File: config.mk
export PLATFORM = sky130hd
export DESIGN_NAME = farm_car_detector
export DESIGN_NICKNAME = d
export VERILOG_FILES = /design/src/rtl/farm_car_detector.sv
export SDC_FILE = /design/constraint.sdc
export NUM_CORES = 1
export LEC_CHECK = 0
export ABC_CLOCK_PERIOD_IN_PS = 1650
export CORE_MARGIN = 2
export CORE_UTILIZATION = 48
export DETAILED_ROUTE_END_ITERATION = 8
export PLACE_DENSITY_LB_ADDON = 0.05
export SYNTH_ARGS = -nofsm -noshare
export SYNTH_HDL_FRONTEND = slang
export SYNTH_SLANG_ARGS = --single-unit
File: constraint.sdc
create_clock -name clk -period 1.65 [get_ports clk]
set_input_delay 0.33 -clock clk [delete_from_list [all_inputs] [get_ports clk]]
set_output_delay 0.33 -clock clk [all_outputs]
set_load 0.01 [all_outputs]
File: src/rtl/farm_car_detector.sv
// Farm-road vehicle detector: synchronises and debounces the loop sensor, counts waiting
// cars and holds the car request C until the traffic light controller grants farm green.
module farm_car_detector #(
    parameter int unsigned DEB_CYCLES = 4,
    parameter int unsigned CNT_W      = 4,
    parameter int unsigned MAX_WAIT   = 48
) (
    input  logic             clk,
    input  logic             rst,
    input  logic             loop_raw,
    input  logic             FG,
    input  logic             FR,
    output logic             C,
    output logic [CNT_W-1:0] car_cnt,
    output logic             served,
    output logic             wait_overflow
);

    localparam int unsigned DEB_W  = (DEB_CYCLES > 1) ? $clog2(DEB_CYCLES) : 1;
    localparam int unsigned WAIT_W = $clog2(MAX_WAIT + 1);

    typedef enum logic [1:0] {
        IDLE  = 2'd0,
        REQ   = 2'd1,
        SERVE = 2'd2
    } state_t;

    state_t              state;
    logic                s1;
    logic                s2;
    logic                deb;
    logic                deb_prev;
    logic [DEB_W-1:0]    deb_cnt;
    logic [WAIT_W-1:0]   wait_cnt;
    logic                arrival_c;
    logic                grant_c;

    assign arrival_c = deb & ~deb_prev;
    assign grant_c   = (state == REQ) && FG;

    // Two-flop synchroniser followed by a stability-count debouncer
    always_ff @(posedge clk) begin
        if (!rst) begin
            s1       <= 1'b0;
            s2       <= 1'b0;
            deb      <= 1'b0;
            deb_prev <= 1'b0;
            deb_cnt  <= '0;
        end else begin
            s1       <= loop_raw;
            s2       <= s1;
            deb_prev <= deb;
            if (s2 == deb) begin
                deb_cnt <= '0;
            end else if (deb_cnt == DEB_W'(DEB_CYCLES - 1)) begin
                deb     <= s2;
                deb_cnt <= '0;
            end else begin
                deb_cnt <= deb_cnt + DEB_W'(1);
            end
        end
    end

    // Waiting-car counter; a grant clears it even if a car arrives on the same edge
    always_ff @(posedge clk) begin
        if (!rst) begin
            car_cnt <= '0;
        end else if (grant_c) begin
            car_cnt <= '0;
        end else if (arrival_c && !FG && (car_cnt != '1)) begin
            car_cnt <= car_cnt + CNT_W'(1);
        end
    end

    // Request FSM with registered Moore outputs; wait_cnt holds the current REQ cycle number
    always_ff @(posedge clk) begin
        if (!rst) begin
            state         <= IDLE;
            C             <= 1'b0;
            served        <= 1'b0;
            wait_cnt      <= '0;
            wait_overflow <= 1'b0;
        end else begin
            served <= 1'b0;
            case (state)
                IDLE: begin
                    if (arrival_c && !FG) begin
                        state         <= REQ;
                        C             <= 1'b1;
                        wait_cnt      <= WAIT_W'(1);
                        wait_overflow <= (MAX_WAIT <= 1);
                    end
                end
                REQ: begin
                    if (FG) begin
                        state         <= SERVE;
                        C             <= 1'b0;
                        served        <= 1'b1;
                        wait_cnt      <= '0;
                        wait_overflow <= 1'b0;
                    end else begin
                        if (wait_cnt < WAIT_W'(MAX_WAIT)) begin
                            wait_cnt <= wait_cnt + WAIT_W'(1);
                        end
                        wait_overflow <= (wait_cnt >= WAIT_W'(MAX_WAIT - 1));
                    end
                end
                SERVE: begin
                    if (!FG && FR) begin
                        if ((car_cnt != '0) || deb) begin
                            state         <= REQ;
                            C             <= 1'b1;
                            wait_cnt      <= WAIT_W'(1);
                            wait_overflow <= (MAX_WAIT <= 1);
                        end else begin
                            state <= IDLE;
                            C     <= 1'b0;
                        end
                    end
                end
                default: begin
                    state         <= IDLE;
                    C             <= 1'b0;
                    wait_cnt      <= '0;
                    wait_overflow <= 1'b0;
                end
            endcase
        end
    end

endmodule

# Word-level counts from Yosys, hierarchy flattened
# Cells that the tools add are included.
[op_classes]
add_sub_neg = 3
n_lt_le_gt_ge = 2
n_eq_ne = 10
muxes = 22
bitwise = 4
n_reduce_logical = 15
[op_table]
columns = ["op", "count"]
rows = [
  ["$mux W6", 5],
  ["$pmux W6 S3", 1],
  ["$mux W1", 10],
  ["$ne A2 B2 Y1 const B", 4],
  ["$add A6 B1 Y6 const B", 1],
  ["$ge A6 B6 Y1 const B", 1],
  ["$lt A6 B6 Y1 const B", 1],
  ["$mux W2", 3],
  ["$pmux W1 S3", 2],
  ["$pmux W2 S3", 1],
  ["$reduce_and A3 Y1", 2],
  ["$add A4 B1 Y4 const B", 1],
  ["$eq A2 B2 Y1 const B", 2],
  ["$logic_and A1 B1 Y1", 4],
  ["$ne A4 B4 Y1 const B", 1],
  ["$reduce_and A2 Y1", 2],
  ["$reduce_and A4 Y1", 1],
  ["$reduce_bool A4 Y1", 1],
  ["$ne A3 B2 Y1 const B", 1],
  ["$not A1 Y1", 3],
  ["$reduce_or A3 Y1", 1],
  ["$add A2 B1 Y2 const B", 1],
  ["$eq A2 B1 Y1 const B", 1],
  ["$logic_not A2 Y1", 1],
  ["other kinds (5)", 5],
]
[totals]
ff_bits = 21
wordCells = 67

# Logic depth before layout (Yosys ltp)
[logic_depth]
ltp_word = 5
ltp_mapped = 6
mapped_depth_nobuf = 6

# Least setup slack after synthesis
# No wires, ideal clock.
[synth_timing]
path_type = "register to register"
from = "register car_cnt[0]"
to = "register wait_cnt[4]"
setup_ps = 119
arrival_ps = 1743
slack_ps = -211
path_stages_with_launch = 7
path_buffers = 0
path_cell_list = "dfxtp_1 inv_1 ha_1 or4b_4 a221oi_4 nor2b_1 o221a_1"
[synth_between]
elab_chain_cells = 4
[synth_lines]
columns = ["item", "line", "rtl"]
rows = [
  ["start, declared", "14", "output logic [CNT_W-1:0] car_cnt,"],
  ["start signal, assigned", "71", "car_cnt <= car_cnt + CNT_W'(1);"],
  ["$reduce_bool A4 Y1", "110", "if ((car_cnt != '0) || deb) begin"],
  ["$logic_or A1 B1 Y1", "110", ""],
  ["$ne A2 B2 Y1 (no line)", "n/a", ""],
  ["$reduce_and A4 Y1 (no line)", "n/a", ""],
  ["end signal, assigned", "103", "wait_cnt <= wait_cnt + WAIT_W'(1);"],
  ["end, declared", "34", "logic [WAIT_W-1:0] wait_cnt;"],
]
# Every way passes these cells.
# A chain may end at the register's enable or synchronous reset.

# Final worst setup path
# Ends and elaborated chain as after synthesis.

==> results.md <==
- The die covers 2501 sq um.
- The HPWL after detailed placement is 1.488 mm.
- The largest net degree at the start of global routing is 13.
- The endpoint type of the worst setup path is a flip-flop.
- The combinational family with the most area after synthesis is simple AND/OR/NAND/NOR gates.
- The number of optimization iterations in the first detailed-route pass is 4.
- Routability-driven placement finished with a final weighted congestion of 0.7559.
- The first global-routing pass estimated 3.519 mm of wire.
- The reported max-cap violation count is 0.
- At the pin with the least slew margin, the transition time is 0.3523 ns.
- The main flop type after synthesis is dfxtp_1.
- The leakage dissipation is between 0.5 and 0.6 nW.
- The clock tree from TritonCTS is yes.
- For the worst setup path, the data required time is around 1.9 ns.
- On the critical path, the stage with the largest delay is an instance of or4b_4.
- After synthesis, flip-flops and latches occupy ~41% of the total area.
- In this run the horizontal extent of the chip is around 50 um.
- Synthesis produced 110 cells.
- The total count of hold-check failures in the final report is 0.
- The post-synthesis compound-gate area fraction is between 10% and 20%.
- Once the floorplan was initialized, standard cells occupied 51.26% of the core.
- The family with the most delay on the worst path is simple AND/OR/NAND/NOR gates.
- The total power density per cell area is 595.9 nW/um^2.
- The minimum clock period is 1.795 ns.
- The count of flip-flops with a built-in enable after synthesis is 0.
- By startpoint and endpoint, the worst setup path is classified as reg -> reg.
- The core area is 1982 sq um.
- The violation count after the first detailed-route iteration is 10.
- The final non-filler cell area is 1328 sq um.
- For this run, the post-layout net count is 149.
- The initialized floorplan defines 16 standard-cell rows.
- The number of buffers added by the clock tree synthesis step is 3.
- The synthesized area divided by synthesized cell count is ~9 sq um.
- The xor/xnor cell area share of the yosys netlist is around 2.6%.
- The fraction of registers with async set or reset after synthesis is 0%.
- The via count of the first global-routing pass is 853.
- Of all nets on the critical path, the largest fanout is 5.
- At the later pin of the worst-skew pair, clock insertion delay measures 0.30 ns.
- Yosys printed 0 warnings.
- The die extent in y is 50.01 um.
- The count of nets left with antenna violations once routing finished came out at 0.
- No sink is reached through more buffers than the 2 on the longest clock path.
- The critical path goes through inv_4 > ha_4 > or4b_4 > a221oi_4 > buf_6 > nor2b_1 > o221a_1.
- The clock input transition at the sequential cells of the worst setup and hold paths is roughly 0.12 ns.
- The worst supply voltage drop on vdd is 487.6 uV.
- The synthesis-stage register bit count is 21.
- STA classifies the critical path startpoint as a flip-flop.
- The combined buffer and inverter count along the critical path is 2.
- The tightest min-delay check is of the reg -> reg type.
- On the worst path, the slowest cell contributes a delay of 0.48 ns.
- The library cell used most frequently in the layout, excluding fill and tap cells, is dfxtp_1.
- The number of max-slew violations in the final report is 0.
- The critical path arrival is 2.00 ns.
- The multiplexer share of the synthesized area is 1.970%.
- The worst pin sits at a relative slew slack of 76.44%.
- Setup violations remaining at the end of the flow were counted as 7.
- The number of nets handed over by synthesis was 119.
- The instance area at placement is 1292 sq um.
- Across every metal layer, demand over resource in global routing totals roughly 18%.
- The synthesized-area fraction occupied by adder cells is ~4.9%.
- The number of antenna violations at the first check in global routing came to 0.
- In the layout the commonest cells are dfxtp_1, buf_4, nor2_1, a21oi_1, clkdlybuf4s50_1.
- The number of buffers added for setup after CTS is 0.
- After detailed routing, the average wire length per cell comes to 12.27 um.
- The cell area after synthesis is slightly above 1000 sq um.
- Setup repair after global routing could not meet its margin everywhere.
- The post-synthesis share of cell area spent on and, or, nand and nor gates is 27.96%.
- The I/O pin total is 12.
- The repair_antennas step left the layout with diodes totalling 0.
- Using the TritonRoute via totals, the vias-per-cell ratio works out to about 5.4.
- The maximum clock frequency is 557.2 MHz.
- The run finished, with violations left.
- The routed layout has 903 vias.
- Between clock sinks in the finished design, the worst skew comes to 0.006140 ns.
- The maximum level of the CTS H-tree is 1.
- The total congestion overflow after global routing is 0.
- After detailed routing, the number of remaining DRC violations is 0.
- Synthesis instantiated 37 different standard cells from the library.
- The final period utilization is 108.8%.
- Input and output buffers added on the ports amount to 11.
- The final reports fail on setup timing.
- The worst hold slack across all endpoints is between 0.4 and 0.5 ns.
- The area growth from synthesis to layout is 30.66%.
- Of the cells placed in the final design, the portion with a size suffix greater than 1 is 21.58%.
- The minimum setup slack in the final design is -0.1447 ns.
- The total of fill cells in the finished design is 159.
- The clock tree root driver cell is clkbuf_4.
- The clock sink count is 21.
- Wires add up to 2.037 mm.
==> metrics by stage <==
stage               cells  worst slack [ns]  utilization, %  setup TNS (ns)  total power (W)
finish                166           -0.1447           66.98         -0.7141        0.0007910
global route          166           -0.2261           66.98          -1.319        0.0008231
CTS                   166           -0.1638           66.86         -0.8437        0.0008037
detailed placement    161           -0.2499           65.21          -1.482        0.0005593
global placement      161           -0.2121           65.21          -1.222        0.0005579
floorplan             110           -0.1429               -         -0.4872        0.0005354
==> repair_timing <==
action / CTS / global route
pin swaps: 5 / 0
gates resized for setup: 4 / 1
endpoints found under the setup margin: 10 / 8
hold buffers: 0 / 0
cloned: 1 / 0
==> power by group <==
| part | leakage, nW | total, W | switching, W | internal (W) |
|---|---|---|---|---|
| Clock | 0.0177 | 0.000243 | 0.000153 | 0.0000904 |
| Sequential | 0.171 | 0.000509 | 0.00000122 | 0.000508 |
| Combinational | 0.396 | 0.0000387 | 0.0000164 | 0.0000223 |
| Total | 0.584 | 0.000791 | 0.000170 | 0.000621 |
==> worst paths after layout <==
path / to / from / slack (ns) / cells after the start
worst min-delay path: deb_cnt[0]$_SDFF_PP0_ / deb_cnt[0]$_SDFF_PP0_ / 0.45 / 1
worst max register to register: wait_cnt[4]$_SDFFE_PN0P_ / car_cnt[0]$_SDFFE_PP0P_ / -0.14 / 7
worst max-delay path: wait_cnt[4]$_SDFFE_PN0P_ / car_cnt[0]$_SDFFE_PP0P_ / -0.14 / 7
worst min register to register: deb_cnt[0]$_SDFF_PP0_ / deb_cnt[0]$_SDFF_PP0_ / 0.45 / 1
==> area by class of cell <==
cell class	instances	area, sq um	share of cell area [%]
Timing Repair Buffer	29	245.2	18.47
Tap cell	27	33.78	2.545
Clock inverter	1	5.005	0.3770
Inverter	4	17.52	1.320
Sequential cell	21	425.4	32.05
Clock buffer	3	22.52	1.697
Multi-Input combinational cell	81	578.1	43.54
==> synthesized netlist by cell type, drive strengths merged (2+ instances only) <==
master   n  area (sq um)
a21oi    7         35.03
and3     5         31.28
o21ai    6         30.02
nand3    5         25.02
ha       4         50.05
and3b    2         17.52
dfxtp   21         420.4
a21boi   3         22.52
and2     4         25.02
nor3b    3         22.52
xnor2    2         17.52
clkbuf   4         15.01
nor2b    5         31.28
inv      4         15.01
nor4b    2         17.52
nor2     7         26.28
nand2    6         22.52
mux2i    2         20.02
nand4b   2         17.52
==> logic make-up after synthesis <==
logic type | Yosys count
buffers and inverters | 8
DFF | 21
muxes | 2
AOI/OAI and AO/OA | 26
xor gates and xnor gates | 3
adders and majority gates | 4
and+or+nand+nor | 46
==> sequential cells by signal, summed over array words and instances, names as in the netlist <==
name	cells
wait_cnt	6
car_cnt	4
deb_cnt	2
deb	1
state	2
s1	1
C	1
s2	1
served	1
wait_overflow	1
deb_prev	1
==> routing by layer <==
layer / part of all wire, % / vias to the layer above / wire (um) / global-route usage [%]
met5: 0 / - / 0 / 0
met4: 1.4 / 0 / 28 / 8.333
met3: 3.1 / 4 / 63 / 2.727
met2: 48 / 17 / 969 / 30.92
met1: 48 / 423 / 975 / 22.37
li1: - / 459 / - / -
Note: power is estimated with default switching activity, not from simulation.
